### src/rtl/uart_pkg.sv
// uart_pkg: register map, FSM states, reset defaults and error-tag indices for the buffered UART receiver
package uart_pkg;
  localparam logic [3:0] ADDR_PARITY = 4'd0;
  localparam logic [3:0] ADDR_PTYPE  = 4'd1;
  localparam logic [3:0] ADDR_STOP   = 4'd2;
  localparam logic [3:0] ADDR_LEN    = 4'd3;
  localparam logic [3:0] ADDR_STATUS = 4'd4;
  localparam logic [3:0] ADDR_LEN_RD = 4'd5;
  localparam logic [3:0] ADDR_COUNT  = 4'd6;
  localparam logic [3:0] ADDR_ERR    = 4'd7;
  typedef enum logic [2:0] {IDLE, START, DATA, PARITY, STOP, BREAK} state_t;
  localparam logic       RST_PARITY = 1'b0;
  localparam logic       RST_PTYPE  = 1'b0;
  localparam logic       RST_STOP   = 1'b0;
  localparam logic [3:0] RST_LEN    = 4'd8;
  localparam int ERR_PARITY  = 0;
  localparam int ERR_FRAMING = 1;
endpackage

### src/rtl/uart_rx_buffered_if.sv
// uart_rx_buffered_if: register access bus plus receive-frame stream of the buffered UART receiver
interface uart_rx_buffered_if #(parameter int MAX_DATA_W = 9);
  logic                  valid;
  logic [3:0]            address;
  logic [3:0]            data;
  logic                  ack;
  logic [3:0]            data_out;
  logic [MAX_DATA_W-1:0] frame;
  logic [1:0]            frame_err;
  logic                  frame_valid;
  logic                  frame_ready;
  logic                  overflow;
  modport master (
    output valid, address, data, frame_ready,
    input  ack, data_out, frame, frame_err, frame_valid, overflow
  );
  modport slave (
    input  valid, address, data, frame_ready,
    output ack, data_out, frame, frame_err, frame_valid, overflow
  );
endinterface

### src/rtl/uart_rx_fifo.sv
// uart_rx_fifo: synchronous FIFO; a push while full succeeds only if a pop frees the slot in the same cycle
module uart_rx_fifo #(
  parameter int WIDTH = 11,
  parameter int DEPTH = 8
) (
  input  logic                     clk,
  input  logic                     rst,
  input  logic                     push,
  input  logic [WIDTH-1:0]         wdata,
  output logic                     full,
  input  logic                     pop,
  output logic                     empty,
  output logic [WIDTH-1:0]         rdata,
  output logic [$clog2(DEPTH):0]   count
);
  localparam int AW = $clog2(DEPTH);
  logic [WIDTH-1:0] mem [DEPTH];
  logic [AW:0] wp, rp;
  logic wr, rd;
  assign full  = (wp[AW] != rp[AW]) && (wp[AW-1:0] == rp[AW-1:0]);
  assign empty = wp == rp;
  assign wr    = push && (!full || pop);
  assign rd    = pop && !empty;
  assign rdata = mem[rp[AW-1:0]];
  assign count = wp - rp;
  always_ff @(posedge clk)
    if (wr) mem[wp[AW-1:0]] <= wdata;
  always_ff @(posedge clk)
    if (rst) begin
      wp <= '0;
      rp <= '0;
    end else begin
      wp <= wr ? wp + 1'b1 : wp;
      rp <= rd ? rp + 1'b1 : rp;
    end
endmodule

### src/rtl/uart_rx_buffered.sv
// uart_rx_buffered: oversampling UART deserialiser with a 4-bit register file and a tagged receive FIFO
module uart_rx_buffered
  import uart_pkg::*;
#(
  parameter int MAX_DATA_W = 9,
  parameter int FIFO_DEPTH = 8,
  parameter int OVERSAMPLE = 16
) (
  input  logic clk_16bd,
  input  logic rst,
  input  logic Rx,
  uart_rx_buffered_if.slave bus
);
  localparam int CW = $clog2(OVERSAMPLE);
  localparam int AW = $clog2(FIFO_DEPTH);
  localparam int W  = MAX_DATA_W + 2;
  localparam logic [CW-1:0] HALF = CW'(OVERSAMPLE / 2 - 1);
  localparam logic [CW-1:0] LAST = CW'(OVERSAMPLE - 1);
  localparam logic [3:0] LEN_MAX = 4'(MAX_DATA_W);
  localparam logic [3:0] LEN_RST = RST_LEN > LEN_MAX ? LEN_MAX : RST_LEN;
  state_t st;
  logic rx_s1, rx_s2, rx_prev, mid, fe_now;
  logic [CW-1:0] cnt;
  logic [3:0] bit_idx, c_len, r_len;
  logic [MAX_DATA_W-1:0] sh;
  logic c_par, c_type, c_stop, perr, ferr, stop_idx;
  logic r_par, r_type, r_stop, ovf, ack, acc;
  logic [3:0] data_out, rd_data, cnt_sat;
  logic push, pop, full, empty;
  logic [W-1:0] push_data, rdata;
  logic [AW:0] count;
  assign mid    = cnt == LAST;
  assign fe_now = ferr | ~rx_s2;
  always_ff @(posedge clk_16bd)
    if (rst) begin
      {rx_s1, rx_s2, rx_prev} <= 3'b111;
      st <= IDLE;
      cnt <= '0;
      bit_idx <= '0;
      sh <= '0;
      {c_par, c_type, c_stop, perr, ferr, stop_idx, push} <= '0;
      c_len <= LEN_RST;
      push_data <= '0;
    end else begin
      {rx_prev, rx_s2, rx_s1} <= {rx_s2, rx_s1, Rx};
      push <= 1'b0;
      cnt <= mid ? '0 : cnt + 1'b1;
      case (st)
        IDLE: if (rx_prev && !rx_s2) begin
          st <= START;
          cnt <= '0;
        end
        START: if (cnt == HALF) begin
          st <= rx_s2 ? IDLE : DATA;
          cnt <= '0;
          bit_idx <= '0;
          sh <= '0;
          {perr, ferr, stop_idx} <= '0;
          {c_par, c_type, c_stop, c_len} <= {r_par, r_type, r_stop, r_len};
        end
        DATA: if (mid) begin
          sh <= sh | (MAX_DATA_W'(rx_s2) << bit_idx);
          bit_idx <= bit_idx + 1'b1;
          if (bit_idx == c_len - 4'd1) st <= c_par ? PARITY : STOP;
        end
        PARITY: if (mid) begin
          perr <= (^sh ^ rx_s2) != c_type;
          st <= STOP;
        end
        STOP: if (mid) begin
          ferr <= fe_now;
          stop_idx <= 1'b1;
          if (stop_idx == c_stop) begin
            push <= 1'b1;
            push_data <= {fe_now, perr, sh};
            st <= fe_now ? BREAK : IDLE;
          end
        end
        BREAK: if (rx_s2) st <= IDLE;
        default: st <= IDLE;
      endcase
    end
  assign pop = bus.frame_ready && !empty;
  uart_rx_fifo #(.WIDTH(W), .DEPTH(FIFO_DEPTH)) u_fifo (
    .clk(clk_16bd), .rst(rst), .push(push), .wdata(push_data), .full(full),
    .pop(pop), .empty(empty), .rdata(rdata), .count(count)
  );
  if (AW + 1 > 4) begin : g_sat
    assign cnt_sat = count > (AW + 1)'(15) ? 4'hF : count[3:0];
  end else begin : g_nosat
    assign cnt_sat = 4'(count);
  end
  assign bus.frame       = empty ? '0 : rdata[MAX_DATA_W-1:0];
  assign bus.frame_err   = empty ? '0 : {rdata[MAX_DATA_W+ERR_FRAMING], rdata[MAX_DATA_W+ERR_PARITY]};
  assign bus.frame_valid = !empty;
  assign bus.overflow    = ovf;
  assign bus.ack         = ack;
  assign bus.data_out    = data_out;
  assign acc = bus.valid && !ack;
  always_comb
    rd_data = bus.address == ADDR_STATUS ? {r_par, r_type, r_stop, ovf} :
              bus.address == ADDR_LEN_RD ? r_len :
              bus.address == ADDR_COUNT  ? cnt_sat :
              bus.address == ADDR_ERR    ? {2'b00, bus.frame_err} : 4'h0;
  always_ff @(posedge clk_16bd)
    if (rst) begin
      ack <= 1'b0;
      data_out <= '0;
      {r_par, r_type, r_stop} <= {RST_PARITY, RST_PTYPE, RST_STOP};
      r_len <= LEN_RST;
      ovf <= 1'b0;
    end else begin
      ack <= acc;
      data_out <= acc ? rd_data : '0;
      r_par  <= acc && bus.address == ADDR_PARITY ? bus.data[0] : r_par;
      r_type <= acc && bus.address == ADDR_PTYPE  ? bus.data[0] : r_type;
      r_stop <= acc && bus.address == ADDR_STOP   ? bus.data[0] : r_stop;
      r_len  <= acc && bus.address == ADDR_LEN && bus.data >= 4'd5 ?
                (bus.data > LEN_MAX ? LEN_MAX : bus.data) : r_len;
      // a dropped frame outranks a same-cycle clear so it is never lost
      ovf <= (push && full && !bus.frame_ready) | (ovf & ~(acc && bus.address == ADDR_ERR));
    end
endmodule

### src/flat_wrapper.sv
// flat-port wrapper written by rule: the top's interface ports become plain ports
module uart_rx_buffered_flat import uart_pkg::*;
#(
  parameter int MAX_DATA_W = 9,
  parameter int FIFO_DEPTH = 8,
  parameter int OVERSAMPLE = 16
)
  (clk_16bd, rst, Rx, bus_valid, bus_address, bus_data, bus_frame_ready, bus_ack, bus_data_out, bus_frame, bus_frame_err, bus_frame_valid, bus_overflow);
  uart_rx_buffered_if #(.MAX_DATA_W(MAX_DATA_W)) bus_i ();
  input  logic clk_16bd;
  input  logic rst;
  input  logic Rx;
  input wire logic [$bits(bus_i.valid)-1:0] bus_valid;
  input wire logic [$bits(bus_i.address)-1:0] bus_address;
  input wire logic [$bits(bus_i.data)-1:0] bus_data;
  input wire logic [$bits(bus_i.frame_ready)-1:0] bus_frame_ready;
  output wire logic [$bits(bus_i.ack)-1:0] bus_ack;
  output wire logic [$bits(bus_i.data_out)-1:0] bus_data_out;
  output wire logic [$bits(bus_i.frame)-1:0] bus_frame;
  output wire logic [$bits(bus_i.frame_err)-1:0] bus_frame_err;
  output wire logic [$bits(bus_i.frame_valid)-1:0] bus_frame_valid;
  output wire logic [$bits(bus_i.overflow)-1:0] bus_overflow;
  assign bus_i.valid = bus_valid;
  assign bus_i.address = bus_address;
  assign bus_i.data = bus_data;
  assign bus_i.frame_ready = bus_frame_ready;
  assign bus_ack = bus_i.ack;
  assign bus_data_out = bus_i.data_out;
  assign bus_frame = bus_i.frame;
  assign bus_frame_err = bus_i.frame_err;
  assign bus_frame_valid = bus_i.frame_valid;
  assign bus_overflow = bus_i.overflow;
  uart_rx_buffered #(.MAX_DATA_W(MAX_DATA_W), .FIFO_DEPTH(FIFO_DEPTH), .OVERSAMPLE(OVERSAMPLE)) u_core (.clk_16bd(clk_16bd), .rst(rst), .Rx(Rx), .bus(bus_i));
endmodule
### config.mk
export PLATFORM = sky130hd
export DESIGN_NAME = uart_rx_buffered_flat
export DESIGN_NICKNAME = d
export VERILOG_FILES = /design/src/rtl/uart_pkg.sv /design/src/rtl/uart_rx_buffered_if.sv /design/src/rtl/uart_rx_fifo.sv /design/src/rtl/uart_rx_buffered.sv /design/src/flat_wrapper.sv
export SDC_FILE = /design/constraint.sdc
export NUM_CORES = 1
export LEC_CHECK = 0
export CORE_MARGIN = 10
export CORE_UTILIZATION = 55
export DETAILED_ROUTE_END_ITERATION = 8
export PLACE_DENSITY = 0.74
export SYNTH_ARGS = -nofsm -noshare
export SYNTH_HDL_FRONTEND = slang
export SYNTH_SLANG_ARGS = --single-unit
### constraint.sdc
create_clock -name clk_16bd -period 3 [get_ports clk_16bd]
set_input_delay 0.6 -clock clk_16bd [delete_from_list [all_inputs] [get_ports clk_16bd]]
set_output_delay 0.6 -clock clk_16bd [all_outputs]
set_load 0.01 [all_outputs]
==> results of run 1 <==
[routing by layer]
metal  vias up  share of wire (%)  track usage (%)
met5         -                  0                0
met4         0                2.0             7.28
met3        20                4.4             4.61
met2        91                 51             26.1
met1      1970                 43             19.7
li1       1939                  -                -
[worst register-to-register path: stages (launching register included)]
cell and delay, ps:
dfxtp_1 360, ha_1 250, nand2_2 110, or2_4 260, nor4_4 550, or2_2 360
o32ai_1 100
[registers in the layout (all words and copies together), names as in the netlist, 3 cells and up, named ones only]
name                 cells
u_core.u_fifo.mem       88
u_core.r_len             4
u_core.u_fifo.rp         4
u_core.sh                9
u_core.bit_idx           4
u_core.cnt               4
u_core.u_fifo.wp         4
u_core.push_data        11
u_core.bus.data_out      4
u_core.st                3
u_core.c_len             4
[cell usage after synthesis (9+ instances only)]
| library cell | count | area (µm²) |
|---|---|---|
| mux4_2 | 22 | 495 |
| nor2_1 | 71 | 267 |
| mux2i_1 | 31 | 310 |
| a21oi_1 | 15 | 75.1 |
| nor3_1 | 9 | 45.0 |
| inv_1 | 13 | 48.8 |
| o21ai_0 | 9 | 45.0 |
| xor2_1 | 9 | 78.8 |
| nand2_1 | 20 | 75.1 |
| edfxtp_1 | 88 | 2640 |
| xnor2_1 | 18 | 158 |
| clkbuf_1 | 10 | 37.5 |
| nand3_1 | 10 | 50.1 |
| nor2b_1 | 10 | 62.6 |
| dfxtp_1 | 69 | 1380 |
[placed cells by master, fill, tap and decap left out, types with 9 or more instances in the layout]
master,count
a21oi_1,15
edfxtp_1,88
clkbuf_16,20
o21ai_0,9
nand2_1,20
xnor2_1,18
nor2_1,71
nand3_1,10
mux4_2,22
inv_1,13
dfxtp_1,67
mux2i_1,31
clkdlybuf4s50_1,29
xor2_1,9
nor2b_1,10
nor3_1,9
buf_4,12
[final cells by class]
class | instances | area share (%)
Timing Repair Buffer | 44 | 5.59
Multi-Input combinational cell | 311 | 31.3
Tap cell | 143 | 2.32
Clock buffer | 21 | 6.53
Sequential cell | 157 | 52.3
Clock inverter | 11 | 1.35
Inverter | 13 | 0.634
[path summary, 6_finish.rpt]
| kind | to | from | depth (start not counted) |
|---|---|---|---|
| max | bus_frame[7] | flip-flop | 5 |
| min | u_core.rx_s2 | u_core.rx_s1 | 1 |
| max reg2reg | u_core.perr | u_core.cnt[0] | 6 |
| min reg2reg | u_core.rx_s2 | u_core.rx_s1 | 1 |
[kinds of logic after synthesis]
family	Yosys count	synth area share (%)
and+or+nand+nor	161	12.3
buffers and inverters	36	2.82
xor gates and xnor gates	27	3.57
DFF	157	60.8
adders and majority gates	9	1.82
AOI/OAI and AO/OA	61	6.45
muxes	53	12.2
[timing repair]
action	CTS	global route
setup endpoints to repair	9	4
hold buffers	0	0
gates cloned	0	1
pin swaps	0	0
gates resized for setup	2	2
[per-stage QoR]
step / hold WS [ps] / area [µm²]
4_1_cts: 423 / 7670
6_report: 416 / 7700
5_1_grt: 432 / 7700
2_1_floorplan: 389 / 6620
3_3_place_gp: 402 / 7060
3_5_place_dp: 407 / 7060
[power breakdown]
group | leakage, nW | switching (W) | internal, W
clock network | 0.296 | 0.000853 | 0.00129
logic | 0.991 | 0.000114 | 0.0000854
registers | 1.37 | 0.0000545 | 0.00228
total | 2.66 | 0.00102 | 0.00365
==> metrics.md, run 1 <==
| Metric | Value |
|---|---|
| Status | `complete, no violations` |
| H-tree level count | `4` |
| Worst-path cell chain | `buf_12 -> mux4_2 -> mux2i_1 -> nor2_1 -> clkdlybuf4s50_1` |
| Starting Density | `57.0%` |
| CTS tree | `yes` |
| Final Wtd Congestion | `0.843` |
| Syn Area/Cell | `13.1 µm²` |
| Number of global-route vias before repair | `4,031` |
| Setup CP Type | `flip-flop to primary output` |
| Tot Pwr | `0.00467 W` |
| Peak supply drop | `0.000493 V` |
| Post-synth EDFFs | `88` |
| FF+latch area | `4030 µm²` |
| Syn_nets | `526` |
| Initial antenna violation count | `0` |
| Drt drc | `0` |
| Die area | `16,800 µm²` |
| Number of synthesized register bits | `157` |
| Clock Tree Root | `clkbuf_16` |
| Setup TNS | `0 ps` |
| IO Pins | `31` |
| Worst Skew | `12.6 ps` |
| Placed Instances | `667` |
| Port bufs | `30` |
| Slew @ Worst Pin | `726 ps` |
| First-pass GRT wire length | `20,900 µm` |
| Final worst path period share | `95.7%` |
| GRT Util Overall | `16.1%` |
| Multi-input logic area | `2410 µm²` |
| CP top delay family | `multiplexers` |
| Slowest library cell on the worst path | `mux4_2` |
| Clock tree buffer depth | `2` |
| Starting DRT DRC Count | `369` |
| Top_reg_cell synth | `edfxtp_1` |
| Worst reg2reg setup slack | `890 ps` |
| Worst hold path type | `flip-flop to flip-flop` |
| Detailed Route WL | `12,900 µm` |
| Max Fclk | `348 MHz` |
| CTS buffer count | `17` |
| Setup crit start kind | `flip-flop` |
| Post-Synthesis Cells | `504` |
| Antenna-violating nets left | `0` |
| Library cells used by synthesis | `60` |
| RSZ-0062 raised after global routing | `false` |
| Worst setup slack after layout | `128 ps` |
| FILL cells | `810` |
| MaxCap Viol Count | `0` |
| Critical path peak fanout | `11` |
| Mapped Area | `6620 µm²` |
| Post-CTS Setup Bufs | `0` |
| Period minus WS final | `2870 ps` |
| Max_slew headroom | `51.3%` |
| CTS Sinks | `157` |
| Total number of vias | `4,020` |
| Fin. max-slew vios | `0` |
| Routed vias/inst | `5.74` |
| Fraction of layout cells with a size suffix above 1 | `15.4%` |
| Die width | `130 µm` |
| Final Hold Viols | `0` |
| CP Buf/Inv Count | `2` |
| Die Height | `130 µm` |
| Ys async rst share | `0%` |
| Worst slack, placed | `305 ps` |
| Critical Path End Type | `primary output` |
| Leak | `2.66 nW` |
| DR WL/cell | `18.5 µm` |
| Worst path required time | `2400 ps` |
| Final core occ | `66.3%` |
| Nets | `566` |
| Core area | `11,600 µm²` |
| Hpwl dp | `8440 µm` |
| Synthesis-to-layout area growth | `16.4%` |
| Gr ovfl total | `0` |
| N_diodes | `0` |
| Largest net degree at the start of global routing | `39` |
| CTS clk-pin slew, worst paths | `60 ps` |
| Std cell rows | `39` |
| Sequential area share after synthesis | `60.8%` |
| Pre-antenna DRT Iters | `4` |
| Arrival time at the worst endpoint | `2270 ps` |
| Pwr/cell area | `607 nW/µm²` |
| CP max stage delay | `500 ps` |
| Final non-filler cell total | `700` |
| Synth Warn # | `0` |
| Clk_lat worst skew | `430 ps` |
| Final setup vio count | `0` |
Note: power is estimated with default switching activity, not from simulation.
==> inputs of run 2 (changes only) <==
- CTS_CLUSTER_DIAMETER: unset -> 100
==> results of run 2 <==
No change in the layout: final DEF, timing and power equal those of run 1.
==> inputs of run 3 (changes only) <==
- CORE_ASPECT_RATIO: unset -> 1.1
- SKIP_LAST_GASP: unset -> 1
- TNS_END_PERCENT: unset -> 100
==> metrics.md, run 3 (synthesized netlist as in run 1, its figures left out) <==
| Metric | Value |
|---|---|
| Port bufs | `30 (unchanged)` |
| N_diodes | `0 (unchanged)` |
| Critical path peak fanout | `12 (+1)` |
| GRT Util Overall | `15.8% (-0.29 points)` |
| Clock share of power | `45.9% (about the same)` |
| Worst hold path type | `flip-flop to flip-flop` |
| Routed vias/inst | `5.79 (+0.89%)` |
| Die area | `16,800 µm² (about the same)` |
| Total number of vias | `4,108 (+2.2%)` |
| Setup crit start kind | `flip-flop` |
| Final Hold Viols | `0 (unchanged)` |
| Setup CP Type | `flip-flop to primary output` |
| IO Pins | `31 (unchanged)` |
| H-tree level count | `4 (unchanged)` |
| Switching Share | `21.4% (-0.48 points)` |
| Number of global-route vias before repair | `4,158 (+3.2%)` |
| Die Height | `135 µm (+4.1%)` |
| Status | `complete, no violations` |
| P_int | `0.00366 W (+0.41%)` |
| Final Wtd Congestion | `0.816 (-3.2%)` |
| Setup TNS | `0 ps (unchanged)` |
| Period minus WS final | `2890 ps (+20.0 ps)` |
| Worst path required time | `2400 ps (about the same)` |
| Gr ovfl total | `0 (unchanged)` |
| Antenna-violating nets left | `0 (unchanged)` |
| Most frequent cells in the layout | `edfxtp_1 (88), nor2_1 (71), dfxtp_1 (66)` |
| Largest net degree at the start of global routing | `35 (-10%)` |
| MaxCap Viol Count | `0 (unchanged)` |
| First-pass GRT wire length | `21,600 µm (+3.3%)` |
| CTS Sinks | `157 (unchanged)` |
| GRT met2 Usage | `27.4% (+1.3 points)` |
| Clk_lat worst skew | `420 ps (about the same)` |
| Max FFs per register | `88 (unchanged)` |
| Fraction of layout cells with a size suffix above 1 | `15.6% (+0.12 points)` |
| Leak | `2.65 nW (-0.39%)` |
| Initial antenna violation count | `0 (unchanged)` |
| DR WL/cell | `18.4 µm (-0.38%)` |
| Max_slew headroom | `52.1% (+0.85 points)` |
| Peak supply drop | `0.000343 V (-31%)` |
| Most used cell, CP | `inv_1` |
| Starting DRT DRC Count | `278 (-25%)` |
| GR peak layer | `met2` |
| Hold_buf cts | `0 (unchanged)` |
| Cell area after placement | `7090 µm² (+0.44%)` |
| Drt drc | `0 (unchanged)` |
| Met1 usage | `18.7% (-1.1 points)` |
| Nets | `569 (+0.53%)` |
| Synthesis-to-layout area growth | `16.7%` |
| Fin. max-slew vios | `0 (unchanged)` |
| Die width | `125 µm (-3.9%)` |
| CTS clk-pin slew, worst paths | `60 ps (about the same)` |
| Worst Skew | `8.30 ps (-4.31 ps)` |
| Clock Tree Root | `clkbuf_16` |
| Critical Path End Type | `primary output` |
| Seq pwr share | `49.9% (about the same)` |
| Most common cell after layout, fill and taps aside | `edfxtp_1` |
| Max Fclk | `346 MHz (-0.69%)` |
| Total net switching power | `0.000997 W (-2.4%)` |
| Core area | `11,600 µm² (+0.27%)` |
| Starting Density | `56.8% (-0.15 points)` |
| Arrival time at the worst endpoint | `2290 ps (+20 ps)` |
| CTS buffer count | `17 (unchanged)` |
| Logic pwr share | `4.2% (about the same)` |
| Pre-antenna DRT Iters | `4 (unchanged)` |
| RSZ-0062 raised after global routing | `false` |
| Slew @ Worst Pin | `713 ps (-12.6 ps)` |
| GRT met3 Usage | `3.92% (-0.69 points)` |
| Final setup vio count | `0 (unchanged)` |
| Pwr/cell area | `604 nW/µm² (-0.46%)` |
| Detailed Route WL | `13,000 µm (+0.91%)` |
| Finished Cell Area | `7720 µm² (+0.26%)` |
| Clock tree buffer depth | `2 (unchanged)` |
| Final worst path period share | `96.4% (+0.67 points)` |
| Hpwl dp | `8750 µm (+3.7%)` |
| Worst-path cell chain | `inv_1 -> ha_1 -> and4_2 -> inv_1 -> clkdlybuf4s50_1` |
| CTS tree | `yes` |
| Slowest library cell on the worst path | `clkdlybuf4s50_1` |
| CP max stage delay | `510 ps (about the same)` |
| Std cell rows | `41 (+5.1%)` |
-- run 3: power groups by stage --
stage	Clock, W	Sequential, W	Combinational [W]
2_1_floorplan	0	0.00234	0.000181
3_3_place_gp	0	0.00237	0.000188
3_5_place_dp	0	0.00237	0.000194
4_1_cts	0.00217	0.00233	0.000195
5_1_grt	0.00226	0.00233	0.000221
6_report	0.00214	0.00233	0.000196
-- run 3: worst max-delay path: cells and delay by family, from the launching register on --
kind | cells | cell delay (ps)
fa+ha+maj | 1 | 340
buf+inv | 3 | 750
flops | 1 | 350
simple gates | 1 | 440
-- run 3: final timing paths --
kind                                     startpoint         endpoint  slack, ps  cells past startpoint
worst max register to register         u_core.st[0]      u_core.perr        920                      4
worst min register to register         u_core.rx_s1     u_core.rx_s2        410                      1
worst max-delay path            u_core.u_fifo.rp[2]  bus_frame_valid        110                      5
worst min-delay path                   u_core.rx_s1     u_core.rx_s2        410                      1
-- run 3: stage by stage --
step	power (W)	cells	setup WS [ps]	util [%]	hold slack (ps)
after global routing	0.00481	709	13.7	66.3	422
after floorplan	0.00252	504	665	-	389
after CTS	0.00469	708	47.7	66.0	408
after global placement	0.00256	677	417	60.9	395
after detailed placement	0.00257	677	353	60.9	394
final	0.00466	709	108	66.3	408
-- run 3: per-layer routing --
layer,vias up,part of all wire (%)
met3,23,3.5
met4,0,1.6
met5,-,0
met1,2068,43
li1,1943,-
met2,74,52
-- run 3: final cells by class --
class                           count  area [µm²]
Clock buffer                       17         425
Clock inverter                     14         170
Fill cell                         837        3930
Inverter                           13        48.8
Multi-Input combinational cell    311        2410
Sequential cell                   157        4030
Tap cell                          150         188
Timing Repair Buffer               47         453
-- run 3: what timing repair did --
action,in CTS,in global routing
resized for setup,1,3
setup endpoints to repair,4,7
gates cloned,0,1
buffers inserted,0,0
hold endpoints to repair,0,0
